`src/rtl/sort_host_if.sv`:
```
// Bundled stream and sorter-bus signals for sort_host: producer side (in_*),
// consumer side (out_*) and the sorter load/start/readback bus (s_*).
interface sort_host_if #(
  parameter int DW = 8,
  parameter int AW = 3
) ();
  logic          in_valid;
  logic          in_ready;
  logic [DW-1:0] in_data;
  logic          out_valid;
  logic          out_ready;
  logic [DW-1:0] out_data;
  logic          out_last;
  logic          s_start;
  logic          s_wr;
  logic [AW-1:0] s_addr;
  logic [DW-1:0] s_datain;
  logic [DW-1:0] s_dataout;
  logic          s_ready;

  // Host view: drives the ready/valid answers and the sorter bus.
  modport master (
    input  in_valid, in_data, out_ready, s_dataout, s_ready,
    output in_ready, out_valid, out_data, out_last,
           s_start, s_wr, s_addr, s_datain
  );

  // Environment view: producer, consumer and sorter together.
  modport slave (
    output in_valid, in_data, out_ready, s_dataout, s_ready,
    input  in_ready, out_valid, out_data, out_last,
           s_start, s_wr, s_addr, s_datain
  );
endinterface

```
`src/rtl/sort_host.sv`:
```
// Host for the 8-entry byte sorter: loads a batch, kicks the sort, reads back and streams out.
// Define SORT_HOST_DESC_EN to emit the batch largest first (readback address 7-cnt).
module sort_host #(
  parameter int DW = 8,
  parameter int AW = 3
) (
  input  logic        clk,
  input  logic        rst,
  sort_host_if.master bus,
  output logic        busy,
  output logic [2:0]  dbg_state
);
  // Handshakes: a byte moves on in_* / out_* only in a cycle where valid and
  // ready are both high at the rising edge; out_* stays frozen while out_ready is low.
  typedef enum logic [2:0] {
    LOAD, KICK, WAIT_LO, WAIT_HI, RD_ADDR, RD_CAP, SEND
  } state_t;

  localparam logic [AW-1:0] CNT_LAST = AW'((1 << AW) - 1);

  state_t        state_q, state_d;
  logic [AW-1:0] cnt_q, cnt_d;
  logic          busy_q, busy_d;
  logic          out_valid_q, out_valid_d;
  logic          out_last_q, out_last_d;
  logic [DW-1:0] out_data_q, out_data_d;
  logic [AW-1:0] rd_idx;

`ifdef SORT_HOST_DESC_EN
  assign rd_idx = CNT_LAST - cnt_q;
`else
  assign rd_idx = cnt_q;
`endif

  always_comb begin
    state_d     = state_q;
    cnt_d       = cnt_q;
    busy_d      = busy_q;
    out_valid_d = out_valid_q;
    out_last_d  = out_last_q;
    out_data_d  = out_data_q;
    case (state_q)
      LOAD: begin
        if (bus.in_valid) begin
          busy_d = 1'b1;
          if (cnt_q == CNT_LAST) begin
            cnt_d   = '0;
            state_d = KICK;
          end else begin
            cnt_d = cnt_q + 1'b1;
          end
        end
      end
      KICK:    state_d = WAIT_LO;
      // The sorter may still show ready in the cycle it samples start.
      WAIT_LO: if (!bus.s_ready) state_d = WAIT_HI;
      WAIT_HI: begin
        if (bus.s_ready) begin
          state_d = RD_ADDR;
          cnt_d   = '0;
        end
      end
      RD_ADDR: state_d = RD_CAP;
      RD_CAP: begin
        out_data_d  = bus.s_dataout;
        out_valid_d = 1'b1;
        out_last_d  = (cnt_q == CNT_LAST);
        state_d     = SEND;
      end
      SEND: begin
        if (bus.out_ready) begin
          out_valid_d = 1'b0;
          out_last_d  = 1'b0;
          if (cnt_q == CNT_LAST) begin
            cnt_d   = '0;
            busy_d  = 1'b0;
            state_d = LOAD;
          end else begin
            cnt_d   = cnt_q + 1'b1;
            state_d = RD_ADDR;
          end
        end
      end
      default: state_d = LOAD;
    endcase
  end

  always_ff @(posedge clk or posedge rst) begin
    if (rst) begin
      state_q     <= LOAD;
      cnt_q       <= '0;
      busy_q      <= 1'b0;
      out_valid_q <= 1'b0;
      out_last_q  <= 1'b0;
      out_data_q  <= '0;
    end else begin
      state_q     <= state_d;
      cnt_q       <= cnt_d;
      busy_q      <= busy_d;
      out_valid_q <= out_valid_d;
      out_last_q  <= out_last_d;
      out_data_q  <= out_data_d;
    end
  end

  // Sorter bus is a pure decode of state; writes pass straight through in LOAD.
  always_comb begin
    bus.s_addr = '0;
    case (state_q)
      LOAD:            bus.s_addr = cnt_q;
      RD_ADDR, RD_CAP: bus.s_addr = rd_idx;
      default:         bus.s_addr = '0;
    endcase
  end

  assign bus.in_ready  = (state_q == LOAD);
  assign bus.s_wr      = (state_q == LOAD) && bus.in_valid;
  assign bus.s_datain  = bus.s_wr ? bus.in_data : '0;
  assign bus.s_start   = (state_q == KICK);
  assign bus.out_valid = out_valid_q;
  assign bus.out_last  = out_last_q;
  assign bus.out_data  = out_data_q;
  assign busy          = busy_q;
  assign dbg_state     = state_q;
endmodule

```
`src/flat_wrapper.sv`:
```
// flat-port wrapper written by rule: the top's interface ports become plain ports
module sort_host_flat 
#(
  parameter int DW = 8,
  parameter int AW = 3
)
  (clk, rst, busy, dbg_state, bus_in_valid, bus_in_data, bus_out_ready, bus_s_dataout, bus_s_ready, bus_in_ready, bus_out_valid, bus_out_data, bus_out_last, bus_s_start, bus_s_wr, bus_s_addr, bus_s_datain);
  sort_host_if #(.DW(DW), .AW(AW)) bus_i ();
  input  logic clk;
  input  logic rst;
  output logic busy;
  output logic [2:0] dbg_state;
  input wire logic [$bits(bus_i.in_valid)-1:0] bus_in_valid;
  input wire logic [$bits(bus_i.in_data)-1:0] bus_in_data;
  input wire logic [$bits(bus_i.out_ready)-1:0] bus_out_ready;
  input wire logic [$bits(bus_i.s_dataout)-1:0] bus_s_dataout;
  input wire logic [$bits(bus_i.s_ready)-1:0] bus_s_ready;
  output wire logic [$bits(bus_i.in_ready)-1:0] bus_in_ready;
  output wire logic [$bits(bus_i.out_valid)-1:0] bus_out_valid;
  output wire logic [$bits(bus_i.out_data)-1:0] bus_out_data;
  output wire logic [$bits(bus_i.out_last)-1:0] bus_out_last;
  output wire logic [$bits(bus_i.s_start)-1:0] bus_s_start;
  output wire logic [$bits(bus_i.s_wr)-1:0] bus_s_wr;
  output wire logic [$bits(bus_i.s_addr)-1:0] bus_s_addr;
  output wire logic [$bits(bus_i.s_datain)-1:0] bus_s_datain;
  assign bus_i.in_valid = bus_in_valid;
  assign bus_i.in_data = bus_in_data;
  assign bus_i.out_ready = bus_out_ready;
  assign bus_i.s_dataout = bus_s_dataout;
  assign bus_i.s_ready = bus_s_ready;
  assign bus_in_ready = bus_i.in_ready;
  assign bus_out_valid = bus_i.out_valid;
  assign bus_out_data = bus_i.out_data;
  assign bus_out_last = bus_i.out_last;
  assign bus_s_start = bus_i.s_start;
  assign bus_s_wr = bus_i.s_wr;
  assign bus_s_addr = bus_i.s_addr;
  assign bus_s_datain = bus_i.s_datain;
  sort_host #(.DW(DW), .AW(AW)) u_core (.clk(clk), .rst(rst), .bus(bus_i), .busy(busy), .dbg_state(dbg_state));
endmodule
```
`config.mk`:
```
export PLATFORM = sky130hd
export DESIGN_NAME = sort_host_flat
export DESIGN_NICKNAME = d
export VERILOG_FILES = /design/src/rtl/sort_host_if.sv /design/src/rtl/sort_host.sv /design/src/flat_wrapper.sv
export SDC_FILE = /design/constraint.sdc
export NUM_CORES = 1
export LEC_CHECK = 0
export CELL_PAD_IN_SITES_DETAIL_PLACEMENT = 1
export CELL_PAD_IN_SITES_GLOBAL_PLACEMENT = 1
export CORE_MARGIN = 1.5
export CORE_UTILIZATION = 27
export DETAILED_ROUTE_END_ITERATION = 10
export GPL_TIMING_DRIVEN = 1
export PLACE_DENSITY_LB_ADDON = 0.08
export REMOVE_ABC_BUFFERS = 1
export SLEW_MARGIN = 10
export SYNTH_ARGS = -nofsm -noshare
export SYNTH_HDL_FRONTEND = slang
export SYNTH_SLANG_ARGS = --single-unit
```
`constraint.sdc`:
```
create_clock -name clk -period 1.7 [get_ports clk]
set_input_delay 0.425 -clock clk [delete_from_list [all_inputs] [get_ports clk]]
set_output_delay 0.425 -clock clk [all_outputs]
set_load 0.1 [all_outputs]
```
# == Yosys cells after proc, flatten, opt, wreduce, memory -nomap -nowiden ==
# Index checks and enable logic that the tools add are counted.
# totals
memories,0
latch_bits,0
mem_bits_rw,0
wordCells,51
in_bits,21
reg_bits,17
rom_bits,0
output_inout_bits,28
# op_classes
multipliers,0
div_mod_pow,0
reduce_logical,10
n_addsub,1
eq_ne,13
n_lt_le_gt_ge,0
n_bitwise,0
muxes,21
shift,0
# op_table
op,n
3-bit 2-to-1 mux,11
3-bit one-hot mux with 7 select lines,1
3-bit equality test (second input constant),4
3-bit one-hot mux with 3 select lines,1
8-bit 2-to-1 mux,1
2-bit != test (second input constant),4
4-bit AND reduction,2
3-bit by 2-bit equality test with 1-bit output (second input constant),2
1-bit one-hot mux with 2 select lines,3
5-bit AND reduction,1
1-bit 2-to-1 mux,4
2-bit by 1-bit != test with 1-bit output (second input constant),2
2-bit nonzero test,2
3-bit by 1-bit adder with 3-bit output (second input constant),1
3-bit by 1-bit equality test with 1-bit output (second input constant),1
3-bit zero test,1
3-bit nonzero test,1
3-bit OR reduction,1
2-bit AND reduction,1
1-bit logical AND,1

# == Logic depth before layout (Yosys ltp) ==
# logic_depth
depth_word,4
ltp_mapped,5
mapped_depth_nobuf,5

# == Worst setup path after synthesis ==
# Ideal clock, no wire load.
# synth_path
path_kind,register -> output
startpoint,register u_core.state_q[0] (netlist: u_core.dbg_state[0])
endpoint,output port bus_s_datain[0]
stages_incl_launch_ff,4
arrival_ns,3.007
setup_slack_ns,-1.732
cell_sequence,dfrtp_1 > or4b_4 > inv_1 > and2_1
# synth_between
elab_chain_len,3
# synth_lines
element,line,text
from (decl),sort_host.sv:21,"state_t state_q, state_d;"
from (signal assigned),sort_host.sv:97,state_q <= state_d;
3-bit zero test,sort_host.sv:117,assign bus.s_wr = (state_q == LOAD) && bus.in_valid;
1-bit logical AND,sort_host.sv:117,
named net bus_s_wr,flat_wrapper.sv:23,output wire logic [$bits(bus_i.s_wr)-1:0] bus_s_wr;
8-bit 2-to-1 mux,sort_host.sv:118,assign bus.s_datain = bus.s_wr ? bus.in_data : '0;
to (decl),flat_wrapper.sv:25,output wire logic [$bits(bus_i.s_datain)-1:0] bus_s_datain;
# The timed path passes the listed nets, and every way through them passes these cells.

# == Worst setup path after layout ==
# layout_path
startpoint,register u_core.state_q[1] (netlist: u_core.dbg_state[1])
endpoint,output port bus_s_datain[5]
# layout_between
elab_chain_len,3
# layout_lines
element,line
3-bit zero test,sort_host.sv:117
1-bit logical AND,sort_host.sv:117
8-bit 2-to-1 mux,sort_host.sv:118
# No other way between the ends.

==> results.toml <==
[detailed_routing]
viasPerCell = 4.503
drt-initial-drc-count = 12
first_pass_iters = 4
vias = 896
ant_nets = 0
drc_errors = 0
wl_per_cell_um = 15.03
drt-total-wl_um = 2991

[place]
placed_cell_area_um2 = 1773
portBuffers = 48
place_hpwl_um = 1957
place_congestion = 0.7404

[die]
die-area_um2 = 3648
core_um2 = 3103
rows = 20
dieHeight_um = 60.40
ios = 49
dieWidth_um = 60.40
initial_core_util = 0.2867

[layout]
most-common-layout-cells = "buf_12, clkdlybuf4s50_1, dfrtp_1"
fin_area_um2 = 1984
final_common_cell = "buf_12"
drive_above_1_share = 0.5419
final_nets = 180
diodes = 0
area_growth_syn_to_layout_pct = 123.1

[critical_path]
required_ns = 1.27
r2r-end = "u_core.cnt_q[1]"
end_kind = "output pin"
r2r_slack_ns = 0.04
crit_path_start_kind = "register"
r2r-start = "u_core.dbg_state[1]"
reg2reg_depth = 5
path_max_fanout = 5
critical_path_class = "reg2out"
arrival_ns = 1.75

[clocking]
clock_latency_ns = 0.29
cts_made_buffers = 3
cts_tree = "done"
ctsHoldBuffers = 0
root_buffer = "clkbuf_4"
cts_buffer_depth = 2
cts-htree-levels = 1
path_clk_slew_ns = 0.11
clkSinkCount = 17

[logic_synthesis]
synthesis.area_um2 = 889.6
synth.avg_cell_area_um2 = 10.47
synth_cells = 85
synth_seq_cells = 17
netlist.area_leader.share = 0.4782
yosysWarnings = 0
ys_seq_area_frac = 0.4782
synthTopCellsByArea = "dfrtp_1, mux2_2, and2_1"
synth.largest_area_cell = "dfrtp_1"
ys_types = 26

[outcome]
failed_checks = "negative setup slack"
outcome = "finished with violations"

[global_routing]
grt_overflow = 0
grt_pass1_vias = 910
grt_first_pass_wirelength_um = 4457
track_usage = 0.1661
grt_max_degree = 18
antenna_found_initial = 0

[timing]
worstMarginPinSlew_ns = 0.2774
fin_crit_ns = 2.171
finalHoldViolations = 0
slew_headroom = 0.8146
fin_crit_sh = 1.277
skew_ns = 0.005170
setup_viol = 14
max_freq_ghz = 0.4607
rsz0062_at_grt = "true"
finalMaxSlewViolations = 0
setup_slack_ns = -0.4706

[run]
maxCapViolCount = 0

[hold_path]
hold_path_class = "in2async"
-- cells in the mapped netlist --
| master | count |
|---|---|
| nand2_1 | 7 |
| inv_1 | 7 |
| mux2_4 | 1 |
| mux2i_1 | 2 |
| buf_2 | 3 |
| a21oi_1 | 5 |
| nor2b_1 | 1 |
| dfrtp_1 | 17 |
| ha_1 | 3 |
| nand4b_1 | 1 |
| o22ai_1 | 1 |
| nand2b_1 | 1 |
| nor2_1 | 5 |
| a22oi_1 | 1 |
| o211ai_2 | 1 |
| o32ai_1 | 1 |
| or2_2 | 1 |
| a31oi_1 | 1 |
| and3_1 | 1 |
| or4b_4 | 1 |
| o21ai_0 | 1 |
| nor3b_1 | 2 |
| and2_1 | 11 |
| nand3b_1 | 1 |
| mux2_2 | 8 |
| nand3_1 | 1 |
-- per-stage QoR --
step	setup WS [ns]	utilization	TNS [ns]	std cells	hold WS (ns)
detailed placement	-0.6828	0.5714	-7.320	185	0.5600
global placement	-0.6454	0.5714	-6.852	185	0.5339
CTS	-0.4588	0.6230	-5.153	196	0.4542
floorplan	-1.827	-	-25.01	82	0.3511
finish	-0.4706	0.6395	-4.683	199	0.4426
global route	-0.5267	0.6395	-5.628	199	0.4818
-- kinds of logic (layout without fill, tap and decap cells) --
kind of cell	after synthesis	count (layout)	share of synthesized area
multiplexers	11	11	0.1406
adder cells (fa/ha/maj)	3	3	0.04220
AND/OR/NAND/NOR	33	33	0.2124
AO/OA/AOI/OAI	11	11	0.08017
buffers and inverters	10	80	0.04641
flip-flops	17	17	0.4782
-- worst max path at each step --
stage / start / end / cells after the start
after global placement: bus_in_valid / bus_s_datain[3] / 5
after CTS: u_core.dbg_state[2] / bus_s_datain[3] / 4
after global routing: u_core.dbg_state[1] / bus_s_datain[5] / 4
after floorplan: u_core.dbg_state[0] / bus_s_datain[0] / 3
after detailed placement: bus_in_valid / bus_s_datain[3] / 5
final: u_core.dbg_state[1] / bus_s_datain[5] / 4
-- final cells by class --
type                    instances  area, um2
clock buffers                   3      22.52
clock inverters                 1      5.005
fillers                       332       1119
inverters                       7      32.53
multi-input cells              58      491.7
flip-flops and latches         17      425.4
well taps                      44      55.05
repair buffers                 68      944.7
repair inverters                1      7.507
-- critical path, cell delays in order, from the launching register on --
cell,delay (ns)
dfrtp_1,0.40
or4b_4,0.59
clkinvlp_4,0.14
and2_4,0.16
buf_12,0.17
-- layer usage --
layer / vias to the layer above / track usage / wire length, um
met5: - / 0 / 0
met4: 0 / 0.05714 / 15
met3: 2 / 0.02772 / 203
met2: 34 / 0.2981 / 1602
met1: 431 / 0.2005 / 1169
li1: 429 / - / -
-- sequential cells by signal (all words and copies together), names as in the netlist --
register,cells
u_core.cnt_q,3
u_core.bus.out_data,8
u_core.bus.out_last,1
u_core.bus.out_valid,1
u_core.dbg_state,3
u_core.busy,1
-- what timing repair did --
action,4_1_cts,5_1_grt
buffers inserted,6,6
gates cloned,1,0
resized for setup,26,13
pin swaps,11,4
endpoints found under the setup margin,17,18
Power is left out: the tool's default activity adds up to more than one toggle a clock period on the data nets, which glitch-free logic cannot reach.
